==> src/rtl/mem_port_arbiter.sv <==
// mem_port_arbiter: shares one multi-cycle backing memory port between
// instruction fetch and data access, caching the last result per requester.
module mem_port_arbiter #(
    parameter int ADDR_W     = 32,
    parameter int DATA_W     = 32,
    parameter int STARVE_MAX = 4,
    parameter int TIMEOUT    = 64
) (
    input  logic              clk,
    input  logic              rst,
    input  logic              i_req,
    input  logic [ADDR_W-1:0] i_addr,
    output logic [DATA_W-1:0] i_rdata,
    output logic [1:0]        i_status,
    input  logic              d_req,
    input  logic              d_we,
    input  logic [ADDR_W-1:0] d_addr,
    input  logic [DATA_W-1:0] d_wdata,
    output logic [DATA_W-1:0] d_rdata,
    output logic [1:0]        d_status,
    output logic              m_req,
    output logic              m_we,
    output logic [ADDR_W-1:0] m_addr,
    output logic [DATA_W-1:0] m_wdata,
    input  logic [DATA_W-1:0] m_rdata,
    input  logic              m_ack,
    output logic              err
);

    localparam int TW = $clog2(TIMEOUT + 1);
    localparam int SW = $clog2(STARVE_MAX + 1);
    localparam logic [TW-1:0] TMO_LAST   = TW'(TIMEOUT - 1);
    localparam logic [SW-1:0] STARVE_LIM = SW'(STARVE_MAX);

    typedef enum logic [1:0] {
        ST_IDLE,
        ST_BUSY_I,
        ST_BUSY_D
    } state_t;

    state_t r_state;
    state_t w_state_nxt;

    logic              r_iv;
    logic [ADDR_W-1:0] r_iaddr;
    logic [DATA_W-1:0] r_idata;
    logic              r_ierr;

    logic              r_dv;
    logic [ADDR_W-1:0] r_daddr;
    logic              r_dwe;
    logic [DATA_W-1:0] r_dwdata;
    logic [DATA_W-1:0] r_ddata;
    logic              r_derr;

    logic [SW-1:0]     r_starve;
    logic [TW-1:0]     r_tcnt;

    logic              r_mreq;
    logic              r_mwe;
    logic [ADDR_W-1:0] r_maddr;
    logic [DATA_W-1:0] r_mwdata;
    logic              r_err;

    logic w_i_hit;
    logic w_d_hit;
    logic w_i_cand;
    logic w_d_cand;
    logic w_busy;
    logic w_tmo;
    logic w_grant_i;
    logic w_grant_d;
    logic w_done;
    logic w_abort;

    assign w_i_hit = i_req && r_iv && (i_addr == r_iaddr);
    assign w_d_hit = d_req && r_dv && (d_addr == r_daddr)
                  && (d_we == r_dwe)
                  && (!d_we || (d_wdata == r_dwdata));

    // A requester with a latched error waits for its req to drop
    // instead of being retried behind an 11 status.
    assign w_i_cand = i_req && !w_i_hit && !r_ierr;
    assign w_d_cand = d_req && !w_d_hit && !r_derr;

    assign w_busy = (r_state != ST_IDLE);
    assign w_tmo  = (r_tcnt == TMO_LAST);

    function automatic logic [1:0] f_status(
        input logic req,
        input logic hit,
        input logic errl
    );
        logic [1:0] s;
        if (!req)      s = 2'b00;
        else if (hit)  s = 2'b10;
        else if (errl) s = 2'b11;
        else           s = 2'b01;
        return s;
    endfunction

    assign i_status = rst ? f_status(i_req, w_i_hit, r_ierr) : 2'b00;
    assign d_status = rst ? f_status(d_req, w_d_hit, r_derr) : 2'b00;

    assign i_rdata = r_idata;
    assign d_rdata = r_ddata;
    assign m_req   = r_mreq;
    assign m_we    = r_mwe;
    assign m_addr  = r_maddr;
    assign m_wdata = r_mwdata;
    assign err     = r_err;

    always_ff @(posedge clk or negedge rst) begin
        if (!rst) begin
            r_state <= ST_IDLE;
        end else begin
            r_state <= w_state_nxt;
        end
    end

    always_comb begin
        w_state_nxt = r_state;
        w_grant_i   = 1'b0;
        w_grant_d   = 1'b0;
        w_done      = 1'b0;
        w_abort     = 1'b0;
        unique case (r_state)
            ST_IDLE: begin
                if (w_i_cand && w_d_cand) begin
                    if (r_starve == STARVE_LIM) begin
                        w_grant_i = 1'b1;
                    end else begin
                        w_grant_d = 1'b1;
                    end
                end else if (w_i_cand) begin
                    w_grant_i = 1'b1;
                end else if (w_d_cand) begin
                    w_grant_d = 1'b1;
                end
                if (w_grant_i) begin
                    w_state_nxt = ST_BUSY_I;
                end else if (w_grant_d) begin
                    w_state_nxt = ST_BUSY_D;
                end
            end
            ST_BUSY_I, ST_BUSY_D: begin
                if (m_ack) begin
                    w_done      = 1'b1;
                    w_state_nxt = ST_IDLE;
                end else if (w_tmo) begin
                    w_abort     = 1'b1;
                    w_state_nxt = ST_IDLE;
                end
            end
            default: begin
                w_state_nxt = ST_IDLE;
            end
        endcase
    end

    // Backing port: the request is snapshotted at grant and held to the end.
    always_ff @(posedge clk or negedge rst) begin
        if (!rst) begin
            r_mreq   <= 1'b0;
            r_mwe    <= 1'b0;
            r_maddr  <= '0;
            r_mwdata <= '0;
            r_tcnt   <= '0;
            r_starve <= '0;
            r_err    <= 1'b0;
        end else begin
            if (w_grant_i) begin
                r_mreq   <= 1'b1;
                r_mwe    <= 1'b0;
                r_maddr  <= i_addr;
                r_mwdata <= '0;
            end else if (w_grant_d) begin
                r_mreq   <= 1'b1;
                r_mwe    <= d_we;
                r_maddr  <= d_addr;
                r_mwdata <= d_wdata;
            end else if (w_done || w_abort) begin
                r_mreq   <= 1'b0;
            end

            if (w_grant_i || w_grant_d) begin
                r_tcnt <= '0;
            end else if (w_busy) begin
                r_tcnt <= r_tcnt + 1'b1;
            end

            if (w_grant_i) begin
                r_starve <= '0;
            end else if (w_grant_d && w_i_cand
                         && (r_starve != STARVE_LIM)) begin
                r_starve <= r_starve + 1'b1;
            end

            if (w_abort) begin
                r_err <= 1'b1;
            end
        end
    end

    always_ff @(posedge clk or negedge rst) begin
        if (!rst) begin
            r_iv    <= 1'b0;
            r_iaddr <= '0;
            r_idata <= '0;
            r_ierr  <= 1'b0;
        end else begin
            if (!i_req) begin
                r_ierr <= 1'b0;
            end
            if (w_done && (r_state == ST_BUSY_I)) begin
                r_iv    <= 1'b1;
                r_iaddr <= r_maddr;
                r_idata <= m_rdata;
                r_ierr  <= 1'b0;
            end
            // A store over the cached fetch word makes that word stale.
            if (w_done && (r_state == ST_BUSY_D) && r_mwe
                && (r_maddr == r_iaddr)) begin
                r_iv <= 1'b0;
            end
            if (w_abort && (r_state == ST_BUSY_I)) begin
                r_ierr <= 1'b1;
            end
        end
    end

    always_ff @(posedge clk or negedge rst) begin
        if (!rst) begin
            r_dv     <= 1'b0;
            r_daddr  <= '0;
            r_dwe    <= 1'b0;
            r_dwdata <= '0;
            r_ddata  <= '0;
            r_derr   <= 1'b0;
        end else begin
            if (!d_req) begin
                r_derr <= 1'b0;
            end
            if (w_done && (r_state == ST_BUSY_D)) begin
                r_dv     <= 1'b1;
                r_daddr  <= r_maddr;
                r_dwe    <= r_mwe;
                r_dwdata <= r_mwdata;
                r_ddata  <= r_mwe ? r_mwdata : m_rdata;
                r_derr   <= 1'b0;
            end
            if (w_abort && (r_state == ST_BUSY_D)) begin
                r_derr <= 1'b1;
            end
        end
    end

endmodule

==> config.mk <==
export PLATFORM = sky130hd
export DESIGN_NAME = mem_port_arbiter
export DESIGN_NICKNAME = d
export VERILOG_FILES = /design/src/rtl/mem_port_arbiter.sv
export SDC_FILE = /design/constraint.sdc
export NUM_CORES = 1
export LEC_CHECK = 0
export CORE_UTILIZATION = 54
export DETAILED_ROUTE_END_ITERATION = 8
export GPL_TIMING_DRIVEN = 0
export PLACE_DENSITY = 0.95
export REMOVE_ABC_BUFFERS = 1
export SETUP_SLACK_MARGIN = 0.2
export SYNTH_ARGS = -nofsm -noshare
export SYNTH_HDL_FRONTEND = slang
export SYNTH_SLANG_ARGS = --single-unit
==> constraint.sdc <==
create_clock -name clk -period 6.3 [get_ports clk]
set_clock_uncertainty 0.15 [all_clocks]
set_input_delay 1.575 -clock clk [delete_from_list [all_inputs] [get_ports clk]]
set_output_delay 1.575 -clock clk [all_outputs]
set_load 0.01 [all_outputs]
**Word level (Yosys, flattened, before mapping)**

Index checks and enable logic that the tools add are counted.
W data, S select, Z words.

- Flip-flop bits (word level): 244
- Output and inout port bits: 135
- ROM bits: 0
- Memories: 0
- Latch bits: 0
- Bits in writable memories: 0
- Logic and storage cells: 121

- Multiplexer cells: 51
- Bitwise gates (word level): 0
- Add/sub/neg operators: 2
- Eq/ne operators: 14
- Multipliers: 0
- Order comparisons: 0
- Shift-type cells: 0
- Divide/modulo/power cells: 0
- Reductions and logical operators: 36

Operators by type and width:

| operator | count |
|---|---|
| $mux W32 | 5 |
| $eq A32 B32 Y1 | 4 |
| $mux W1 | 29 |
| $mux W2 | 12 |
| $logic_and A1 B1 Y1 | 19 |
| $mux W7 | 2 |
| $reduce_bool A2 Y1 | 5 |
| $ne A3 B1 Y1 const B | 3 |
| $add A7 B1 Y7 const B | 1 |
| $eq A7 B6 Y1 const B | 1 |
| $mux W3 | 2 |
| $ne A3 B3 Y1 const B | 2 |
| $logic_not A1 Y1 | 5 |
| $pmux W2 S2 | 1 |
| $add A3 B1 Y3 const B | 1 |
| $eq A3 B3 Y1 const B | 1 |
| $logic_or A1 B1 Y1 | 3 |
| $reduce_bool A3 Y1 | 1 |
| $eq A2 B1 Y1 const B | 1 |
| $eq A2 B2 Y1 const B | 1 |
| $logic_not A2 Y1 | 1 |
| $reduce_and A2 Y1 | 1 |
| $reduce_or A2 Y1 | 1 |
| $eq A1 B1 Y1 | 1 |

**Depth between registers and ports, before layout**

Gate-level depths: netlist of run 1.

- Word-level depth: 16
- Mapped depth: 10
- Depth with buffers taken out: 8

**Least setup slack after synthesis of run 1**

No wires, ideal clock.

- Path kind: input-to-output
- From: in d_wdata[23]
- To: out d_status[1]
- Buffers on the path: 0
- Slack: 1892 ps
- Data required time: 4575 ps
- Stages on the path: 7
- Arrival time: 2683 ps
- Cells stage by stage: xor2_1 > nor4_1 > nand4_1 > nor3_2 > nor2_1 > nor2_1 > o21ba_2

- Cells in the longest elaborated chain, start to end: 6

Ends and longest elaborated chain:

| what | RTL line | text |
|---|---|---|
| start: declaration | 18 | `input logic [DATA_W-1:0] d_wdata,` |
| $eq A32 B32 Y1 | 79 | `&& (!d_we \|\| (d_wdata == r_dwdata));` |
| $logic_or A1 B1 Y1 | 79 |  |
| $logic_and A1 B1 Y1 | 79 |  |
| $mux W2 | 96 | `else if (hit) s = 2'b10;` |
| $mux W2 | 95 | `if (!req) s = 2'b00;` |
| $mux W2 | 103 | `assign d_status = rst ? f_status(d_req, w_d_hit, r_derr) : 2'b00;` |
| end: declaration | 20 | `output logic [1:0] d_status,` |

Every way passes these cells.

**Final worst setup path of run 1**

- From: in d_addr[5]
- To: out d_status[1]

- Cells in the longest elaborated chain, start to end: 7

Ends and longest elaborated chain:

| what | RTL line | text |
|---|---|---|
| start: declaration | 17 | `input logic [ADDR_W-1:0] d_addr,` |
| $eq A32 B32 Y1 | 77 | `assign w_d_hit = d_req && r_dv && (d_addr == r_daddr)` |
| $logic_and A1 B1 Y1 | 77 |  |
| $logic_and A1 B1 Y1 | 78 | `&& (d_we == r_dwe)` |
| $logic_and A1 B1 Y1 | 79 |  |
| $mux W2 | 96 |  |
| $mux W2 | 95 |  |
| $mux W2 | 103 |  |

Every way passes these cells.

==> out/metrics.csv, run 1 <==
stage,metric,value,unit
run_status,status,"finished, final reports clean",
synthesis,most frequent cells after synthesis,"244 x dfrtp_1, 208 x nand2_1, 107 x inv_1",
synthesis,Syn. warnings,0,
synthesis,#FFs+latches synth,244,
timing,final setup TNS,0,ns
power_and_ir_drop,worst vdd ir,0.313,mV
critical_path,max incr delay on CP,0.58,ns
floorplanning,full die area,21500,sq um
floorplanning,Initial Util,0.555,
timing,unrepaired setup endpoints after global routing,no,
grt,vias in the first global route,10027,
critical_path,crit path capture type,output pin,
min_path,hold crit path type,flop to flop,
synthesis,cell taking the most area after synthesis,dfrtp_1,
synthesis,Synth Area in Compound Gates,0.118,
clocking,hold_buf cts,0,
synthesis,Synth top area share,0.541,
timing,worst-margin pin slew,0.996,ns
critical_path,worst path cell trace,"clkdlybuf4s50_1, xnor2_1, nand4_1, nor4_2, nand3_1, nor2_1, o21ba_2, clkdlybuf4s50_1",
power_and_ir_drop,Power Density,504,nW/um^2
synthesis,"EDFF count, synth",0,
timing,worst setup margin,0.467,ns
route,DRT iter0 DRCs,762,
clocking,cts repair resizes,0,
critical_path,nature of the critical path startpoint,input port,
synthesis,Synth area leaders,"dfrtp_1 54%, nand2_1 6.9%, xnor2_1 6.4%",
synthesis,Mean Syn Cell Area,10.3,sq um
power_and_ir_drop,P_leak,6.93,nW
placed_design,GP Congestion,1.02,
critical_path,Crit Path Class,input port to output pin,
clocking,CTS Buf Count,25,
clocking,H-Tree Depth,1,
clocking,clock buffer depth,3,
timing,normalized max-slew margin,0.335,
placed_design,hpwl dp,22500,um
floorplanning,row cnt,52,
timing,minimum clock period,5.83,ns
timing,Final Cycle Share,0.926,
critical_path,CP max FO,2,
route,via count,9516,
route,total wire length,33600,um
synthesis,post-synthesis sequential area ratio,0.541,
final_layout,share of layout cells above drive strength 1,0.0684,
timing,final hold viol count,0,
synthesis,synthesized instance count,1095,
synthesis,adder-cell area share of the yosys netlist,0.00665,
placed_design,# port buffers,268,
critical_path,"most used cell, CP",clkdlybuf4s50_1,
synthesis,"count leader, synth",dfrtp_1,
grt,grt ovf,0,
synthesis,share of synthesized registers carrying an async set or reset,1.00,
synthesis,Post-Syn Area,11300,sq um
run,max_cap viols,0,
critical_path,"Slowest-stage cell, CP",nor4_2,
route,Remaining DRCs,0,
floorplanning,die span in x,147,um
critical_path,Critical Path RT,4.58,ns
clocking,Worst-Skew Late Latency,0.51,ns
placed_design,pre-CTS setup slack,0.277,ns
synthesis,Synth Area in Simple Gates,0.115,
synthesis,Synth Flop Type,dfrtp_1,
grt,GR peak layer,met2,
clocking,"Reg clk slew, reported paths",0.06,ns
timing,Fmax achieved,0.171,GHz
floorplanning,die height,147,um
route,first drt pass iteration count,9,
grt,largest net degree at the start of global routing,112,
synthesis,post-synthesis mux area share,0.0603,
grt,initial antenna violation count,1,
final_layout,n_diodes,0,
route,vias per cell,5.84,
route,per-cell routed wire length,20.6,um
synthesis,post-synth cell types,43,
timing,setup violators final,0,
synthesis,post-synthesis xor/xnor area fraction,0.102,
timing,max-slew violations,0,
floorplanning,Core Area,20400,sq um
floorplanning,IO Count,269,
route,final antenna-violating net count,0,
grt,first-pass GRT wire length,53400,um
clocking,CTS root buf,clkbuf_16,
critical_path,crit path DAT,4.11,ns
grt,M1 GR Usage,0.395,
final_layout,fin nets,1482,
synthesis,largest family of logic cells by synthesized area,compound AO/OA/AOI/OAI gates,
final_layout,area grow syn2layout,33.6,%
grt,GR Util met3,0.0650,
clocking,clk sinks,244,
grt,GRT Total Usage,0.316,
grt,GR Layer Usage met2,0.533,
clocking,CTS tree,done,
clocking,Post-CTS Setup Bufs,0,
## cell usage in the layout (no fill, tap or decap), drive strengths merged, types with 35 or more instances in the layout
cell	Yosys	routed
clkbuf	36	42
nand2	208	208
xor2	49	49
o21ai	102	102
inv	107	107
dfrtp	244	244
xnor2	83	83
a22o	35	35
clkdlybuf4s50	0	267
## flip-flops by register name, indices dropped and copies added, names as in the netlist, 2 cells and up
| register | count |
|---|---|
| i_rdata | 32 |
| r_dwdata | 32 |
| d_rdata | 32 |
| r_state | 2 |
| m_wdata | 32 |
| r_daddr | 32 |
| r_tcnt | 7 |
| r_iaddr | 32 |
| m_addr | 32 |
| r_starve | 3 |
## worst paths after layout
check | from | endpoint | slack (ns) | cells after the start
worst max-delay path | d_addr[5] | d_status[1] | 0.47 | 8
worst min-delay path | d_rdata[24] | d_rdata[24] | 0.33 | 2
worst max register to register | r_dwdata[21] | m_addr[15] | 2.94 | 7
worst min register to register | d_rdata[24] | d_rdata[24] | 0.33 | 2
max in group asynchronous | rst | m_we | 3.93 | 3
min in group asynchronous | rst | r_daddr[4] | 0.75 | 1
## report_power, final
| group | switching, W | leakage, nW | internal [W] | total, W |
|---|---|---|---|---|
| clock network | 0.000601 | 0.390 | 0.000835 | 0.00144 |
| registers | 0.000643 | 3.02 | 0.00227 | 0.00291 |
| logic | 0.00164 | 3.52 | 0.00161 | 0.00325 |
## kinds of logic after synthesis
family,count (synthesis)
buffers and inverters,162
XOR/XNOR,132
AO/OA/AOI/OAI,192
flip-flops,244
multiplexers,64
adder cells (fa/ha/maj),6
AND/OR/NAND/NOR,295
## cell type report
| cell class | count | area [sq um] |
|---|---|---|
| inverter | 107 | 402 |
| clock inverter | 2 | 10.0 |
| multi-input combinational | 689 | 4590 |
| timing repair buffer | 275 | 2860 |
| fill | 1256 | 5280 |
| clock buffer | 42 | 779 |
| sequential | 244 | 6110 |
| tap | 270 | 338 |
## metrics by stage
stage          std cells  power, W  hold slack, ns  area, sq um  utilization
2_1_floorplan       1040   0.00446           0.286        11100            -
3_3_place_gp        1578   0.00589           0.302        14100        0.691
3_5_place_dp        1585   0.00607           0.306        14300        0.702
4_1_cts             1629   0.00757           0.330        15100        0.740
5_1_grt             1629   0.00799           0.352        15100        0.741
6_report            1629   0.00760           0.330        15100        0.741
## per-layer routing
metal | vias to the layer above | part of all wire | routed length [um]
met2 | 513 | 0.49 | 16500
met1 | 4695 | 0.38 | 12700
li1 | 4205 | - | -
met4 | 2 | 0.041 | 1370
met5 | - | 0.00039 | 13
met3 | 101 | 0.090 | 3030
## critical path, delay by kind of cell
kind	cells	cell delay [ns]
buf+inv	2	1.06
compound gates	1	0.14
simple gates	4	1.18
xor+xnor	1	0.15
Power figures use the tool's default switching activity.
==> run 2: changes to the inputs <==
CORE_ASPECT_RATIO = 0.75   (was unset)
==> run 2 against run 1 <==
Compared with the run above: via count down 0.46%; die area about the same; clock power about the same; hold slack worse by 0.0039 ns; non-clock buffer count up 1; first-iteration DRC count up 27%; sequential share of layout area is essentially flat; critical path depth up 1; combinational power about the same; global-route usage rose by 0.35 points; sequential cell count is the same; critical path type unchanged; largest cell class unchanged; largest power group unchanged.
==> out/metrics.csv, run 2 (same netlist as run 1, synthesis figures left out) <==
stage,metric,value,unit,change
clocking,CTS root buf,clkbuf_16,,unchanged
floorplanning,full die area,21500,sq um,about the same
min_path,hold-critical path depth,1,,was 2
clocking,clk sinks,244,,unchanged
route,first drt pass iteration count,8,,was 9
power_and_ir_drop,worst vdd ir,0.332,mV,was 0.313 mV
clocking,"Reg clk slew, reported paths",0.06,ns,about the same
clocking,clock buffer depth,3,,unchanged
grt,GRT Total Usage,0.320,,was 0.316
route,via count,9472,,"was 9,516"
grt,initial antenna violation count,3,,was 1
final_layout,area grow syn2layout,33.6,%,about the same
power_and_ir_drop,Total Power,0.00758,W,was 0.00760 W
final_layout,"commonest non-fill, non-tap cell in the layout",clkdlybuf4s50_1,,unchanged
timing,unrepaired setup endpoints after global routing,no,,unchanged
grt,largest net degree at the start of global routing,86,,was 112
timing,Worst Hold Margin,0.326,ns,was 0.330 ns
floorplanning,Core Area,20400,sq um,about the same
timing,normalized max-slew margin,0.326,,was 0.335
timing,worst-margin pin slew,1.01,ns,was 0.996 ns
timing,minimum clock period,5.93,ns,was 5.83 ns
critical_path,Critical Path RT,4.58,ns,about the same
grt,M1 GR Usage,0.414,,was 0.395
critical_path,nature of the critical path startpoint,input port,,unchanged
clocking,CTS tree,done,,unchanged
timing,Fmax achieved,0.169,GHz,was 0.171 GHz
critical_path,CP max FO,3,,was 2
timing,max-slew violations,0,,unchanged
run,max_cap viols,0,,unchanged
floorplanning,Initial Util,0.554,,was 0.555
placed_design,# port buffers,268,,unchanged
min_path,launch point of the worst hold path,r_dv,,was d_rdata[24]
critical_path,crit path capture type,output pin,,unchanged
timing,final setup TNS,0,ns,unchanged
route,DRT iter0 DRCs,965,,was 762
final_layout,"commonest non-fill, non-tap cells in the layout","267 x clkdlybuf4s50_1, 243 x dfrtp_1, 207 x nand2_1",,unchanged
grt,GR Util met3,0.0833,,was 0.0650
grt,GR peak layer,met2,,unchanged
clocking,CTS Buf Count,25,,unchanged
floorplanning,row cnt,45,,was 52
grt,grt ovf,0,,unchanged
critical_path,Crit Path Class,input port to output pin,,unchanged
power_and_ir_drop,Power Density,503,nW/um^2,was 504 nW/um^2
timing,setup violators final,0,,unchanged
clocking,Worst-Skew Late Latency,0.52,ns,was 0.51 ns
final_layout,post-layout util,0.741,,about the same
route,final antenna-violating net count,0,,unchanged
clocking,hold_buf cts,0,,unchanged
critical_path,worst r2r src,r_dwdata[21],,unchanged
critical_path,Register-to-Register Path Depth,7,,unchanged
route,Remaining DRCs,0,,unchanged
power_and_ir_drop,P_leak,6.92,nW,was 6.93 nW
clocking,H-Tree Depth,1,,unchanged
final_layout,share of layout cells above drive strength 1,0.0662,,was 0.0684
floorplanning,IO Count,269,,unchanged
placed_design,hpwl dp,23600,um,"was 22,500 um"
clocking,cts repair resizes,0,,unchanged
route,total wire length,34100,um,"was 33,600 um"
grt,vias in the first global route,9778,,"was 10,027"
min_path,hold crit path type,flop to flop,,unchanged
clocking,Post-CTS Setup Bufs,0,,unchanged
timing,Final Cycle Share,0.942,,was 0.926
route,per-cell routed wire length,20.7,um,was 20.6 um
grt,first-pass GRT wire length,53400,um,about the same
critical_path,crit path DAT,4.21,ns,was 4.11 ns
final_layout,fin nets,1483,,"was 1,482"
placed_design,GP Congestion,0.878,,was 1.02
floorplanning,die height,127,um,was 147 um
grt,GR Layer Usage met2,0.526,,was 0.533
run_status,status,"finished, final reports clean",,unchanged
floorplanning,die span in x,169,um,was 147 um
timing,final hold viol count,0,,unchanged
critical_path,Critical R2R Capture,m_addr[29],,was m_addr[15]
critical_path,reg2reg setup slack,2.86,ns,was 2.94 ns
min_path,Hold Path End,r_dv,,was d_rdata[24]
route,vias per cell,5.76,,was 5.84
run 2: changes by cell type in the layout (fill, tap and decap cells not counted):
cell | before | now
nor4_2 | 2 | 1
diode_2 | 0 | 3
nor4_1 | 13 | 14
clkinv_2 | 2 | 3
buf_12 | 3 | 4
inv_6 | 0 | 1
bufinv_16 | 0 | 1
clkbuf_8 | 9 | 3
clkbuf_1 | 8 | 11
run 2: area by class of cell:
| cell class | instances | area [sq um] |
|---|---|---|
| Timing Repair Buffer | 276 | 2880 |
| Sequential cell | 244 | 6110 |
| Clock inverter | 5 | 53.8 |
| Antenna cell | 3 | 7.51 |
| Inverter | 107 | 402 |
| Multi-Input combinational cell | 689 | 4590 |
| Tap cell | 282 | 353 |
| Fill cell | 1324 | 5290 |
| Clock buffer | 39 | 708 |
run 2: per-layer routing:
layer	wire length (um)	vias up
li1	-	4201
met4	1050	2
met2	16300	529
met3	3500	88
met1	13200	4652
met5	11	-
run 2: worst max path at each step:
stage / from / endpoint / slack [ns] / depth (start not counted)
floorplan: m_ack / r_daddr[0] / 1.26 / 2
global placement: rst / d_status[1] / -6.93 / 4
detailed placement: d_wdata[21] / d_status[1] / 0.26 / 9
CTS: d_wdata[21] / d_status[1] / 0.26 / 9
global route: d_wdata[21] / d_status[1] / 0.23 / 9
finish: d_wdata[21] / d_status[1] / 0.37 / 9
run 2: power by group:
group          leakage (nW)  total [W]  switching (W)  internal [W]
clock network         0.373    0.00142       0.000610      0.000811
logic                  3.53    0.00326        0.00165       0.00162
registers              3.02    0.00290       0.000633       0.00227
run 2: through the flow:
step / setup WS, ns / instance area, sq um / cells
after floorplan: 1.26 / 11100 / 1040
after global placement: -6.93 / 14100 / 1590
after detailed placement: 0.264 / 14300 / 1598
after CTS: 0.262 / 15100 / 1642
after global routing: 0.229 / 15100 / 1642
final: 0.367 / 15100 / 1645
run 2: critical path: stages:
cell	delay (ns)
clkdlybuf4s50_1	0.46
xor2_1	0.17
nor4_1	0.43
nand4_1	0.29
nor3_2	0.37
nor2_1	0.08
nor2_1	0.14
o21ba_2	0.14
clkdlybuf4s50_1	0.53
